## src/rtl/mem_arb_pkg.sv

```systemverilog
// rtl/mem_arb_pkg.sv - shared arbitration modes and default parameters for the multi-port memory arbiter
package mem_arb_pkg;

    typedef enum logic {
        ARB_FIXED = 1'b0,
        ARB_RR    = 1'b1
    } arb_mode_e;

    localparam int MODE_FIXED = 0;
    localparam int MODE_RR    = 1;

    localparam int DEF_NUM_PORTS  = 3;
    localparam int DEF_N          = 4;
    localparam int DEF_ADDR_LINES = 2;
    localparam int DEF_WORDSIZE   = 2;
    localparam int DEF_MODE       = MODE_RR;

    function automatic arb_mode_e mode_from_int(input int m);
        return (m == MODE_FIXED) ? ARB_FIXED : ARB_RR;
    endfunction

endpackage

```

## src/rtl/rr_grant.sv

```systemverilog
// rtl/rr_grant.sv - one-hot grant generator, fixed priority or round-robin with pointer register
module rr_grant
    import mem_arb_pkg::*;
#(
    parameter int NP = DEF_NUM_PORTS
) (
    input  logic           clk,
    input  logic           rst_n,
    input  logic [NP-1:0]  req,
    input  arb_mode_e      mode,
    output logic [NP-1:0]  gnt
);

    localparam int PW = $clog2(NP);

    logic [PW-1:0] ptr_q;
    logic [PW-1:0] ptr_d;
    logic [PW-1:0] cand;

    // Loops run from the far end so the closest eligible port is assigned last and wins.
    always_comb begin
        gnt   = '0;
        ptr_d = ptr_q;
        cand  = '0;
        if (rst_n) begin
            if (mode == ARB_FIXED) begin
                for (int i = NP - 1; i >= 0; i--) begin
                    if (req[i]) begin
                        gnt = NP'(1) << i;
                    end
                end
            end else begin
                for (int k = NP; k >= 1; k--) begin
                    cand = PW'((int'(ptr_q) + k) % NP);
                    if (req[cand]) begin
                        gnt   = NP'(1) << cand;
                        ptr_d = cand;
                    end
                end
            end
        end
    end

    always_ff @(posedge clk or negedge rst_n) begin
        if (!rst_n) begin
            ptr_q <= PW'(NP - 1);
        end else begin
            ptr_q <= ptr_d;
        end
    end

endmodule

```

## src/rtl/mport_mem_arbiter.sv

```systemverilog
// rtl/mport_mem_arbiter.sv - multi-port arbitrated register memory with per-port registered read data
module mport_mem_arbiter
    import mem_arb_pkg::*;
#(
    parameter int num_ports     = DEF_NUM_PORTS,
    parameter int N             = DEF_N,
    parameter int no_addr_lines = DEF_ADDR_LINES,
    parameter int wordsize      = DEF_WORDSIZE,
    parameter int mode          = DEF_MODE
) (
    input  logic                              clk,
    input  logic                              rst,
    input  logic [num_ports-1:0]              req,
    input  logic [num_ports-1:0]              write_enable,
    input  logic [num_ports*no_addr_lines-1:0] port_addr,
    input  logic [num_ports*wordsize-1:0]     port_data,
    output logic [num_ports-1:0]              gnt,
    output logic [num_ports*wordsize-1:0]     data_read,
    output logic [num_ports-1:0]              read_valid
);

    localparam arb_mode_e ARB_MODE = mode_from_int(mode);

    logic [wordsize-1:0]           mem_q [N];
    logic [wordsize-1:0]           mem_d [N];
    logic [num_ports*wordsize-1:0] data_read_q;
    logic [num_ports*wordsize-1:0] data_read_d;
    logic [num_ports-1:0]          read_valid_q;
    logic [num_ports-1:0]          read_valid_d;
    logic [no_addr_lines-1:0]      addr;
    logic [wordsize-1:0]           rdata;

    rr_grant #(
        .NP (num_ports)
    ) u_grant (
        .clk   (clk),
        .rst_n (rst),
        .req   (req),
        .mode  (ARB_MODE),
        .gnt   (gnt)
    );

    // Address decode by comparison keeps depth N exact; unmatched addresses write nothing and read 0.
    always_comb begin
        mem_d        = mem_q;
        data_read_d  = data_read_q;
        read_valid_d = '0;
        addr         = '0;
        rdata        = '0;
        for (int i = 0; i < num_ports; i++) begin
            if (gnt[i]) begin
                addr = port_addr[i*no_addr_lines +: no_addr_lines];
                if (write_enable[i]) begin
                    for (int j = 0; j < N; j++) begin
                        if (int'(addr) == j) begin
                            mem_d[j] = port_data[i*wordsize +: wordsize];
                        end
                    end
                end else begin
                    rdata = '0;
                    for (int j = 0; j < N; j++) begin
                        if (int'(addr) == j) begin
                            rdata = mem_q[j];
                        end
                    end
                    data_read_d[i*wordsize +: wordsize] = rdata;
                    read_valid_d[i]                     = 1'b1;
                end
            end
        end
    end

    always_ff @(posedge clk or negedge rst) begin
        if (!rst) begin
            for (int j = 0; j < N; j++) begin
                mem_q[j] <= '0;
            end
            data_read_q  <= '0;
            read_valid_q <= '0;
        end else begin
            mem_q        <= mem_d;
            data_read_q  <= data_read_d;
            read_valid_q <= read_valid_d;
        end
    end

    assign data_read  = data_read_q;
    assign read_valid = read_valid_q;

endmodule

```

## config.mk

```make
export PLATFORM = sky130hd
export DESIGN_NAME = mport_mem_arbiter
export DESIGN_NICKNAME = d
export VERILOG_FILES = /design/src/rtl/mem_arb_pkg.sv /design/src/rtl/rr_grant.sv /design/src/rtl/mport_mem_arbiter.sv
export SDC_FILE = /design/constraint.sdc
export NUM_CORES = 1
export LEC_CHECK = 0
export CELL_PAD_IN_SITES_DETAIL_PLACEMENT = 1
export CELL_PAD_IN_SITES_GLOBAL_PLACEMENT = 2
export CORE_ASPECT_RATIO = 1.75
export CORE_MARGIN = 2
export CORE_UTILIZATION = 28
export CTS_CLUSTER_DIAMETER = 40
export CTS_CLUSTER_SIZE = 20
export DETAILED_ROUTE_END_ITERATION = 10
export PLACE_DENSITY_LB_ADDON = 0.1
export SLEW_MARGIN = 5
export SYNTH_ARGS = -nofsm -noshare
export SYNTH_HDL_FRONTEND = slang
export SYNTH_HIERARCHICAL = 1
export SYNTH_SLANG_ARGS = --single-unit
```

## constraint.sdc

```tcl
create_clock -name clk -period 3 [get_ports clk]
set_input_delay 0.3 -clock clk [delete_from_list [all_inputs] [get_ports clk]]
set_output_delay 0.3 -clock clk [all_outputs]
set_load 0.01 [all_outputs]
```

**Yosys cells after proc, flatten, opt, wreduce, memory -nomap -nowiden**

Index checks and enable logic that the tools add are counted.

- $add $sub $neg: 3
- Multiply operators: 0
- Div/mod/pow operators: 3
- Order comparisons: 3
- Equality and inequality tests: 9
- Shifts and indexed selects: 3
- Mux-type cells: 49
- Bitwise logic cells: 3
- Reductions and logical operators: 8

Operator list:

| cell | number |
|---|---|
| $mod A32 B3 Y32 const B | 3 |
| $mux W2 | 27 |
| $mux W8 | 6 |
| $eq A2 B2 Y1 const B | 6 |
| $mux W3 | 4 |
| $lt A2 B3 Y1 const B | 3 |
| $mux W1 | 9 |
| $shl A1 B2 Y3 const A | 3 |
| $reduce_and A2 Y1 | 4 |
| $add A2 B2 Y3 const B | 2 |
| $bmux W1 S2 | 3 |
| $eq A2 B1 Y1 const B | 3 |
| $logic_not A2 Y1 | 3 |
| $add A2 B1 Y3 const B | 1 |
| $not A1 Y1 | 3 |
| $reduce_bool A3 Y1 | 1 |

- Register bits after elaboration: 19
- Latch bits: 0
- RAM bits: 0
- Bits in read-only memories: 0
- Input port bits: 20
- Output and inout bits: 12
- Memories: 0

**Longest topological paths before layout**

Gate-level depths: netlist of run 1.

- Depth after elaboration: 15
- Mapped depth: 11
- Gate-level depth less buffers: 10

**Cells and area by module**

The synthesis of run 1 kept the hierarchy.

Modules (own cells, without submodules):

| module | times used | cells an instance | area an instance (um2) |
|---|---|---|---|
| mport_mem_arbiter | 1 | 81 | 997.2 |
| rr_grant | 1 | 60 | 450.4 |

**Worst setup path after synthesis of run 1**

No wires, ideal clock.

- Path type: register -> register
- Start: register u_grant.ptr_q[1]
- End: register mem_q[6] (netlist name)
- Data arrival time: 2.911 ns
- Required time: 2.866 ns
- Slack: -0.045 ns
- Cell stages (with the launch flop): 11
- Buffers on the path: 0
- Period minus slack after synthesis: 3.045 ns
- Cells stage by stage: dfstp_2 -> inv_1 -> ha_1 -> mux2_4 -> a21oi_1 -> o221ai_1 -> o32ai_1 -> and4bb_1 -> mux2_1 -> mux2i_1 -> o21ai_1

RTL lines:

| item | line | source |
|---|---|---|
| start, declared | rr_grant.sv:16 | `logic [PW-1:0] ptr_q;` |
| start signal, assigned | rr_grant.sv:46 | `ptr_q <= PW'(NP - 1);` |
| start signal, assigned | rr_grant.sv:48 | `ptr_q <= ptr_d;` |
| end signal, assigned | mport_mem_arbiter.sv:81 | `mem_q <= mem_d;` |
| end, declared | mport_mem_arbiter.sv:24 | `logic [wordsize-1:0] mem_q [N];` |

==> metrics.md, run 1 <==
| Metric | Value |
|---|---|
| Initial antenna violation count | `0` |
| Slowest CP cell | `dfstp_2` |
| Crit-path cells | `inv_1 > ha_1 > mux2_4 > mux2_4 > a31oi_1 > o32ai_2 > buf_4 > nand4b_1 > mux2i_1 > a211oi_1 > a21o_1` |
| Height of the die | `99.1 um` |
| Hold_buf cts | `0` |
| PD cells | `838 mW/mm^2` |
| RSZ-0062 raised after global routing | `no` |
| Async SR Flop Fraction | `100%` |
| Reg2reg start | `u_grant/ptr_q[1]$_DFFE_PN1P_` |
| Post-Synthesis Cells | `roughly 140` |
| Root buffer selected by CTS | `clkbuf_8` |
| Design Power | `approximately 1.7 mW` |
| Final Hold Fails | `0` |
| Synth area leaders | `dfrtp_1, mux2i_1, mux4_1` |
| Mapped Area | `0.00145 mm^2` |
| Total Wirelength | `4780 um` |
| Synthesis warning total | `6` |
| Clock sinks | `19` |
| Layout cell share with drive strength beyond 1 | `21.4%` |
| Cell row count | `34` |
| Vias in the first global route | `1526` |
| Most common flop cell mapped by yosys | `dfrtp_1` |
| Worst-Skew Late Latency | `260 ps` |
| Core area | `0.00498 mm^2` |
| Yosys cell types | `40` |
| Most numerous cell on the critical path | `mux2_4` |
| Total track usage | `roughly 18%` |
| Routed WL per cell | `19.1 um` |
| Global route total overflow | `0` |
| Largest net degree at the start of global routing | `23` |
| Finish-stage setup viols | `0` |
| Critical Path AT | `2960 ps` |
| Switching part of the total | `40.1%` |
| FF+latch count, synth | `19` |
| Critical path class | `reg -> reg` |
| Slowest stage delay, CP | `approximately 560 ps` |
| First-pass GRT wire length | `between 7000 and 8000 um` |
| Count leader, synth | `dfrtp_1` |
| Vias | `1412` |
| Maximum vdd drop | `0.000533 V` |
| ANT cells | `0` |
| Post-route insts no fill | `250` |
| DR DRC count | `0` |
| Final critical-path share of the clock period | `93.2%` |
| Cell family with most CP delay | `multiplexers` |
| Die Wd | `58.4 um` |
| Mean number of vias per cell | `5.65` |
| DIE AREA | `0.00578 mm^2` |
| Int Pwr | `1.04 mW` |
| Critical Path RT | `between 3000 and 4000 ps` |
| Final #Nets | `between 200 and 250` |
| Hold Path Class | `in -> async` |
| CTS tree | `built` |
| Placed cell count | `between 200 and 250` |
| Clk_skew | `about 1.9 ps` |
| CP startpoint kind | `flip-flop` |
| Post-synth top area share | `31.1%` |
| DRT antenna net count | `0` |
| Clock Tree Buf Depth | `2` |
| Initial DRT Pass Iterations | `4` |
| Area Growth Syn to Fin | `43.1%` |
| Post-synthesis sequential area ratio | `32.9%` |
| Syn Area/Cell | `10.3 um^2` |
| Routability cong. | `0.956` |
| R2r setup slk | `200 ps` |
| Post-route minimum period | `2800 ps` |
| I/O pin cnt | `32` |
| Clock-pin slew on the worst setup and hold paths | `70 ps` |
| Final Slew Violations | `0` |
| Post-synth EDFFs | `0` |
| PortBufs | `31` |
| Sequential power share | `27.7%` |
| Post-synth top cells | `dfrtp_1, nor2_1, mux2i_1` |
| Critical path peak fanout | `6` |
| Static Leak | `0.960 nW` |
| Final TNS setup | `0 ps` |
| Initial drt markers | `41` |
| Clock group share of total power | `10.8%` |
| Status | `completed` |
| Total CTS buffers | `3` |
| CP bufs+invs | `2` |
| Critical Path Sink Type | `flip-flop` |
| # H-tree levels | `1` |
| Setup crit start | `u_grant/ptr_q[1]$_DFFE_PN1P_` |
| Post-DP HPWL | `3970 um` |
| Logic gate share of total power | `between 60% and 70%` |
| Highest Clock Rate | `358 MHz` |
| Initial Util | `between 20 and 30%` |
| MaxCap Viol Count | `0` |
| Post-synth top area cell | `dfrtp_1` |
| NetSw | `696 uW` |
[through the flow]
step	hold WS (ps)	utilization, %	instance area (um^2)	setup WS (ps)
after global placement	492	39.3	1960	167
after CTS	466	40.3	2010	-14.5
after floorplan	4.41	-	1470	166
after global routing	470	41.6	2070	77.9
after detailed placement	503	39.3	1960	168
final	448	41.6	2070	204
[power groups by stage]
stage / registers [mW] / clock network (mW) / logic (mW)
4_1_cts: 0.481 / 0.187 / 0.978
3_5_place_dp: 0.487 / 0 / 0.964
3_3_place_gp: 0.483 / 0 / 0.954
5_1_grt: 0.495 / 0.205 / 1.16
6_report: 0.482 / 0.188 / 1.07
2_1_floorplan: 0.459 / 0 / 0.569
[worst register-to-register path: cells and delay by family, from the launching register on]
| kind | cells | cell delay [ps] |
|---|---|---|
| mux | 3 | 870 |
| compound gates | 4 | 680 |
| flops | 1 | 560 |
| buf+inv | 2 | 220 |
| fa+ha+maj | 1 | 200 |
| simple gates | 1 | 160 |
[cells in the final DEF (no fill, tap or decap), drive strengths merged, types with 2 or more instances in the layout]
master | synthesis | final
clkdlybuf4s50 | 0 | 28
dfrtp | 18 | 18
buf | 2 | 17
nor2 | 13 | 13
mux2i | 12 | 12
mux2 | 10 | 10
nand2 | 8 | 8
inv | 7 | 7
a211oi | 7 | 7
nor2b | 7 | 7
a21o | 6 | 6
conb | 1 | 6
mux4 | 6 | 6
a21oi | 5 | 5
o21ai | 5 | 5
nand4b | 4 | 4
nor3 | 4 | 4
clkbuf | 0 | 4
ha | 4 | 4
nand4 | 3 | 3
dlymetal6s2s | 0 | 3
nand3 | 2 | 2
o221ai | 2 | 2
[worst paths after layout]
check / to / cells after the start
worst max-delay path: mem_q[3]$_DFF_PN0_ / 11
worst min-delay path: mem_q[3]$_DFF_PN0_ / 2
worst max register to register: mem_q[3]$_DFF_PN0_ / 11
worst min register to register: u_grant/ptr_q[1]$_DFFE_PN1P_ / 1
max in group asynchronous: u_grant/ptr_q[1]$_DFFE_PN1P_ / 2
min in group clk: u_grant/ptr_q[1]$_DFFE_PN1P_ / 1
[layer usage]
| layer | global-route usage (%) | vias to the layer above | routed length, um |
|---|---|---|---|
| met5 | 0 | - | 0 |
| met4 | 7.69 | 0 | 131 |
| met3 | 1.30 | 11 | 134 |
| met1 | 17.0 | 716 | 1610 |
| met2 | 35.5 | 40 | 2910 |
| li1 | - | 645 | - |
[area by class of cell]
| cell class | count | area (um^2) |
|---|---|---|
| Sequential cell | 19 | 477 |
| Inverter | 7 | 26.3 |
| Clock buffer | 4 | 45.0 |
| Timing Repair Buffer | 48 | 445 |
| Multi-Input combinational cell | 118 | 1010 |
| Fill cell | 566 | 2910 |
| Tap cell | 54 | 67.6 |
[registers in the layout (all words and copies together) (netlist names)]
name / count
data_read: 6
mem_q: 8
read_valid: 3
u_grant/ptr_q: 2
[timing repair]
item | in CTS | in global routing
endpoints found under the setup margin | 3 | 3
resized for setup | 2 | 15
setup buffers | 0 | 1
[cells by family (layout without fill, tap and decap cells)]
kind of cell | Yosys count | count (layout) | synth area share [%]
compound gates | 33 | 33 | 15.8
fa+ha+maj | 4 | 4 | 3.46
buf+inv | 9 | 59 | 2.94
flops | 19 | 19 | 32.9
mux | 28 | 28 | 27.0
other cells | 1 | 6 | 0.259
simple gates | 47 | 47 | 17.6
Note: power is estimated with default switching activity, not from simulation.
==> run 2, diff against run 1 <==
CTS_BUF_LIST = sky130_fd_sc_hd__clkbuf_16   (was unset)
CTS_CLUSTER_DIAMETER = 30   (was 40)
==> metrics.md, run 2 (synthesis gave the netlist of run 1 again) <==
| Metric | Value |
|---|---|
| Status | `completed` |
| Final TNS setup | `0 ps (unchanged)` |
| Reg area | `477 um^2 (unchanged)` |
| Final critical-path share of the clock period | `95.7% (+2.5 points)` |
| PortBufs | `31 (unchanged)` |
| Post-DP HPWL | `3970 um (unchanged)` |
| Int Pwr | `1.12 mW (+8.2%)` |
| DIE AREA | `0.00578 mm^2 (unchanged)` |
| Final Slew Violations | `0 (unchanged)` |
| Final #Nets | `221 (unchanged)` |
| Slowest stage delay, CP | `560 ps (about the same)` |
| Critical path peak fanout | `6 (unchanged)` |
| Most numerous cell on the critical path | `mux2_4` |
| Root buffer selected by CTS | `clkbuf_16` |
| R2R Path End | `mem_q[3]$_DFF_PN0_` |
| Critical Path AT | `2570 ps (-390 ps)` |
| Finish-stage setup viols | `0 (unchanged)` |
| Height of the die | `99.1 um (unchanged)` |
| Clock-pin slew on the worst setup and hold paths | `60 ps (about the same)` |
| Area Growth Syn to Fin | `45.3%` |
| Critical Path Sink Type | `output pin` |
| Maximum vdd drop | `0.000535 V (+0.41%)` |
| CTS tree | `built` |
| RSZ-0062 raised after global routing | `no` |
| Sequential power share | `26.4% (-1.3 points)` |
| Core area | `0.00498 mm^2 (unchanged)` |
| Area taken by multi-input logic gates | `0.00101 mm^2 (unchanged)` |
| Routability cong. | `0.956 (unchanged)` |
| Initial drt markers | `35 (-15%)` |
| Worst Setup Slack, final | `129 ps (-74.5 ps)` |
| Clock sinks | `19 (unchanged)` |
| Cell family with most CP delay | `buffers and inverters` |
| MaxCap Viol Count | `0 (unchanged)` |
| Largest net degree at the start of global routing | `23 (unchanged)` |
| Post-route minimum period | `2870 ps (+74.5 ps)` |
| DRT antenna net count | `0 (unchanged)` |
| Mean number of vias per cell | `5.53 (-2.1%)` |
| Vias | `1383 (-2.1%)` |
| Highest Clock Rate | `348 MHz (-2.6%)` |
| Biggest register | `mem_q` |
| Clk_skew | `5.92 ps (+3.98 ps)` |
| Die Wd | `58.4 um (unchanged)` |
| Vias in the first global route | `1514 (-0.79%)` |
| Initial antenna violation count | `0 (unchanged)` |
| PD cells | `866 mW/mm^2 (+3.4%)` |
| Reg2reg start | `u_grant/ptr_q[1]$_DFFE_PN1P_` |
| R2r setup slk | `210 ps (about the same)` |
| Post-route insts no fill | `250 (unchanged)` |
| Switching part of the total | `38.3% (-1.8 points)` |
| NetSw | `697 uW (+0.14%)` |
| Slowest CP cell | `dfstp_2` |
| Placed cell count | `245 (unchanged)` |
| Final Hold Fails | `0 (unchanged)` |
| # H-tree levels | `1 (unchanged)` |
| CP bufs+invs | `3 (+1)` |
| Total track usage | `17.5% (-0.10 points)` |
| Total CTS buffers | `3 (unchanged)` |
| Design Power | `1.82 mW (+4.9%)` |
| Critical Path RT | `2700 ps (-460 ps)` |
| Final core utilization | `42.3% (+0.63 points)` |
| CP startpoint kind | `flip-flop` |
| Initial Util | `29.1% (unchanged)` |
| DR DRC count | `0 (unchanged)` |
| Static Leak | `0.963 nW (+0.30%)` |
| First-pass GRT wire length | `7680 um (-0.36%)` |
| Fillers | `566 (unchanged)` |
| Total Wirelength | `4710 um (-1.5%)` |
| Commonest cells after routing, fill and taps aside | `clkdlybuf4s50_1, dfrtp_1, buf_4` |
| Routed WL per cell | `18.8 um (-1.5%)` |
| Most common cell after layout, fill and taps aside | `clkdlybuf4s50_1` |
| Cell row count | `34 (unchanged)` |
| Global route total overflow | `0 (unchanged)` |
| Place WS | `168 ps (unchanged)` |
| Initial DRT Pass Iterations | `4 (unchanged)` |
| Logic gate share of total power | `58.5% (-2.9 points)` |
| Clock group share of total power | `15.1% (+4.3 points)` |
| Worst R2R Path Depth | `11 (unchanged)` |
| Worst-Skew Late Latency | `260 ps (about the same)` |
| Clock Tree Buf Depth | `2 (unchanged)` |
| I/O pin cnt | `32 (unchanged)` |
| ANT cells | `0 (unchanged)` |
| Critical path class | `reg -> out` |
| Layout cell share with drive strength beyond 1 | `21.4% (unchanged)` |
| Crit-path cells | `inv_1 > ha_1 > mux2_4 > mux2_4 > nor3_4 > o21ai_1 > buf_4 > clkdlybuf4s50_1` |
| Max FFs per register | `8 (unchanged)` |
| Hold Path Class | `in -> async` |
[run 2: stage by stage]
stage	instance area [um^2]	hold slack, ps
finish	2100	460
global route	2100	489
CTS	2040	476
detailed placement	1960	503
global placement	1960	492
floorplan	1470	4.41
[run 2: worst max-delay path by stage]
stage | from | endpoint | slack [ps] | cells after the start
final | u_grant/ptr_q[1]$_DFFE_PN1P_ | gnt[2] | 130 | 8
after global routing | u_grant/ptr_q[1]$_DFFE_PN1P_ | gnt[2] | 0.3 | 9
after CTS | u_grant/ptr_q[1]$_DFFE_PN1P_ | gnt[1] | -4 | 7
after detailed placement | req[0] | mem_q[3]$_DFF_PN0_ | 170 | 10
after global placement | req[0] | gnt[1] | 170 | 7
after floorplan | u_grant/ptr_q[1]$_DFFE_PN1P_ | mem_q[6]$_DFF_PN0_ | 170 | 10
[run 2: metal layers]
layer	GRT usage, %	part of all wire [%]	up-vias
met2	35.4	62	27
met5	0	0	-
met1	17.1	33	703
met3	1.30	2.3	7
li1	-	-	646
met4	7.16	1.8	0
[run 2: final cells by class]
| type | instances | area share (%) |
|---|---|---|
| Multi-Input combinational cell | 118 | 48.1 |
| Sequential cell | 19 | 22.7 |
| Timing Repair Buffer | 48 | 21.1 |
| Clock buffer | 3 | 3.57 |
| Tap cell | 54 | 3.21 |
| Inverter | 7 | 1.25 |
| Clock inverter | 1 | 0.178 |
[run 2: power groups by stage]
stage | combinational (mW) | clock [mW] | sequential, mW
after global placement | 0.954 | 0 | 0.483
after CTS | 0.978 | 0.281 | 0.482
after detailed placement | 0.964 | 0 | 0.487
after floorplan | 0.569 | 0 | 0.459
after global routing | 1.16 | 0.296 | 0.497
final | 1.07 | 0.276 | 0.480
[run 2: timing repair]
item                       4_1_cts  5_1_grt
buffers inserted                 0        1
gates resized for setup          2       14
hold endpoints to repair         0        0
hold buffers                     0        0
setup endpoints to repair        2        3
==> run 3, diff against run 2 <==
CORE_UTILIZATION = 34   (was 28)
clock period = 3.51 ns   (was 3 ns; I/O delays follow)
==> metrics.md, run 3 (synthesis gave the netlist of run 1 again) <==
| Metric | Value |
|---|---|
| Post-route minimum period | `around 3400 ps` |
| CTS tree | `built` |
| Total track usage | `21.1% (+3.5 points)` |
| Slowest stage delay, CP | `590 ps (+30 ps)` |
| Worst R2R Path Depth | `10 (-1)` |
| Vias in the first global route | `1433 (-5.4%)` |
| Largest net degree at the start of global routing | `23 (unchanged)` |
| Critical path class | `reg -> out` |
| Total Wirelength | `4590 um (-2.5%)` |
| Sequential power share | `29.4% (+3.0 points)` |
| Initial Util | `35.2% (+6.1 points)` |
| RSZ-0062 raised after global routing | `no` |
| PortBufs | `31 (unchanged)` |
| Layout cell share with drive strength beyond 1 | `10.4% (-11 points)` |
| Core area | `0.00411 mm^2 (-17%)` |
| CP startpoint kind | `flip-flop` |
| Reg area | `477 um^2 (unchanged)` |
| Clk_skew | `1.16 ps (-4.76 ps)` |
| Clock-pin slew on the worst setup and hold paths | `50 ps (about the same)` |
| Post-route insts no fill | `231 (-7.6%)` |
| Height of the die | `90.3 um (-8.9%)` |
| Static Leak | `0.845 nW (-12%)` |
| Design Power | `1.41 mW (-22%)` |
| Worst-Skew Late Latency | `250 ps (about the same)` |
| DR DRC count | `0 (unchanged)` |
| Hold slack | `513 ps (+53.3 ps)` |
| Status | `completed` |
| Vias | `1338 (-3.3%)` |
| Biggest register | `mem_q` |
| Global route total overflow | `0 (unchanged)` |
| Min-Delay Startpoint | `data_read[4]$_DFFE_PN0P_` |
| Max FFs per register | `8 (unchanged)` |
| Logic gate share of total power | `54.0% (-4.5 points)` |
| DRT antenna net count | `0 (unchanged)` |
| Final #Nets | `207 (-6.3%)` |
| Die Wd | `53.3 um (-8.6%)` |
| Worst Setup Slack, final | `125 ps (-4.84 ps)` |
| Commonest cells after routing, fill and taps aside | `clkdlybuf4s50_1, dfrtp_1, nor2_1` |
| Initial DRT Pass Iterations | `4 (unchanged)` |
| ANT cells | `0 (unchanged)` |
| Root buffer selected by CTS | `clkbuf_16` |
| CP endpoint | `gnt[1]` |
| Critical Path Sink Type | `output pin` |
| Setup crit start | `u_grant/ptr_q[1]$_DFFE_PN1P_` |
| Clock sinks | `19 (unchanged)` |
| MaxCap Viol Count | `0 (unchanged)` |
| Final core utilization | `46.9% (+4.6 points)` |
| Worst rel slew slack | `61.4%` |
| Switching part of the total | `38.9% (+0.65 points)` |
| Fillers | `501 (-11%)` |
| Post-DP HPWL | `3760 um (-5.2%)` |
| Routability cong. | `0.928 (-3.0%)` |
| Total CTS buffers | `3 (unchanged)` |
| Hold Path Class | `reg -> reg` |
| Slowest CP cell | `clkdlybuf4s50_1` |
| Most common cell after layout, fill and taps aside | `clkdlybuf4s50_1` |
| Crit-path cells | `ha_1 > mux2i_1 > o21ai_1 > or3b_1 > a21oi_2 > clkdlybuf4s50_1` |
| Final Slew Violations | `0 (unchanged)` |
| Place WS | `224 ps (+56.9 ps)` |
| Routed WL per cell | `19.9 um (+5.5%)` |
| Final Hold Fails | `0 (unchanged)` |
| Int Pwr | `864 uW (-23%)` |
| I/O pin cnt | `32 (unchanged)` |
| Mean number of vias per cell | `5.79 (+4.7%)` |
| NetSw | `550 uW (-21%)` |
| Pin slew with the least headroom to its limit | `575 ps` |
| Post-route cell area | `0.00193 mm^2 (-8.3%)` |
| Highest Clock Rate | `295 MHz` |
| Reg2reg start | `u_grant/ptr_q[1]$_DFFE_PN1P_` |
| Cell row count | `31 (-8.8%)` |
| CP bufs+invs | `1 (-2)` |
| Hold_buf cts | `0 (unchanged)` |
| Clock Tree Buf Depth | `2 (unchanged)` |
| R2R Path End | `mem_q[7]$_DFF_PN0_` |
| Final critical-path share of the clock period | `96.5%` |
| Maximum vdd drop | `0.000380 V (-29%)` |
| First-pass GRT wire length | `7380 um (-3.9%)` |
| Clock group share of total power | `16.6% (+1.5 points)` |
| Finish-stage setup viols | `0 (unchanged)` |
| Critical path peak fanout | `7 (+1)` |
| Critical Path RT | `3160 ps (+460 ps)` |
| Levels on crit path | `6 (-2)` |
| Area Growth Syn to Fin | `33.2%` |
| Cell family with most CP delay | `buffers and inverters` |
| Area taken by multi-input logic gates | `951 um^2 (-5.9%)` |
| PD cells | `734 mW/mm^2 (-15%)` |
| # H-tree levels | `1 (unchanged)` |
| DIE AREA | `0.00482 mm^2 (-17%)` |
| Initial drt markers | `37 (+5.7%)` |
| Dpl cell area | `0.00184 mm^2 (-5.7%)` |
| Placed cell count | `227 (-7.3%)` |
| Final TNS setup | `0 ps (unchanged)` |
| Initial antenna violation count | `0 (unchanged)` |
| Critical Path AT | `3030 ps (+460 ps)` |
| R2r setup slk | `430 ps (+220 ps)` |
==> run 3: cell count changes in the layout (fill, tap and decap cells not counted), moves of 2 or more <==
| cell | delta |
|---|---|
| dlymetal6s2s_1 | -2 |
| buf_4 | -14 |
| ha_1 | +2 |
| clkdlybuf4s50_1 | +2 |
==> run 3: timing repair <==
item	in CTS	in global routing
buffers inserted	0	0
setup endpoints to repair	1	1
gates resized for setup	1	1
==> run 3: cell type report <==
class / instances / area share [%]
Inverter: 7 / 1.36
Tap cell: 49 / 3.18
Timing Repair Buffer: 34 / 17.3
Sequential cell: 19 / 24.7
Clock inverter: 1 / 0.260
Clock buffer: 3 / 3.89
Multi-Input combinational cell: 118 / 49.3
==> run 3: worst register-to-register path: stages (launching register included) <==
cell and delay, ps:
dfstp_2 560, ha_1 330, mux2i_1 190, o21ai_1 420, nor2_1 110, o32ai_1 320
buf_4 210, and4bb_1 250, mux2_1 350, mux2i_1 130, o21ai_1 70
==> run 3: routing by layer <==
metal	up-vias	track usage, %	wire length [um]
met1	682	20.6	1580
li1	621	-	-
met5	-	0	0
met3	6	1.99	103
met2	29	41.6	2830
met4	0	7.48	74
==> run 3: worst min-delay path by stage <==
stage,to,slack (ps),cells past startpoint
2_1_floorplan,data_read[0]$_DFFE_PN0P_,60,0
3_3_place_gp,data_read[3]$_DFFE_PN0P_,500,1
3_5_place_dp,u_grant/ptr_q[1]$_DFFE_PN1P_,510,1
4_1_cts,u_grant/ptr_q[1]$_DFFE_PN1P_,520,1
5_1_grt,u_grant/ptr_q[1]$_DFFE_PN1P_,540,1
6_report,data_read[4]$_DFFE_PN0P_,510,1
==> run 3: power by group through the flow <==
| stage | Clock (mW) | Sequential [mW] | Combinational [mW] |
|---|---|---|---|
| global placement | 0 | 0.412 | 0.740 |
| global route | 0.250 | 0.427 | 0.826 |
| finish | 0.235 | 0.416 | 0.764 |
| floorplan | 0 | 0.392 | 0.482 |
| CTS | 0.243 | 0.416 | 0.771 |
| detailed placement | 0 | 0.420 | 0.758 |
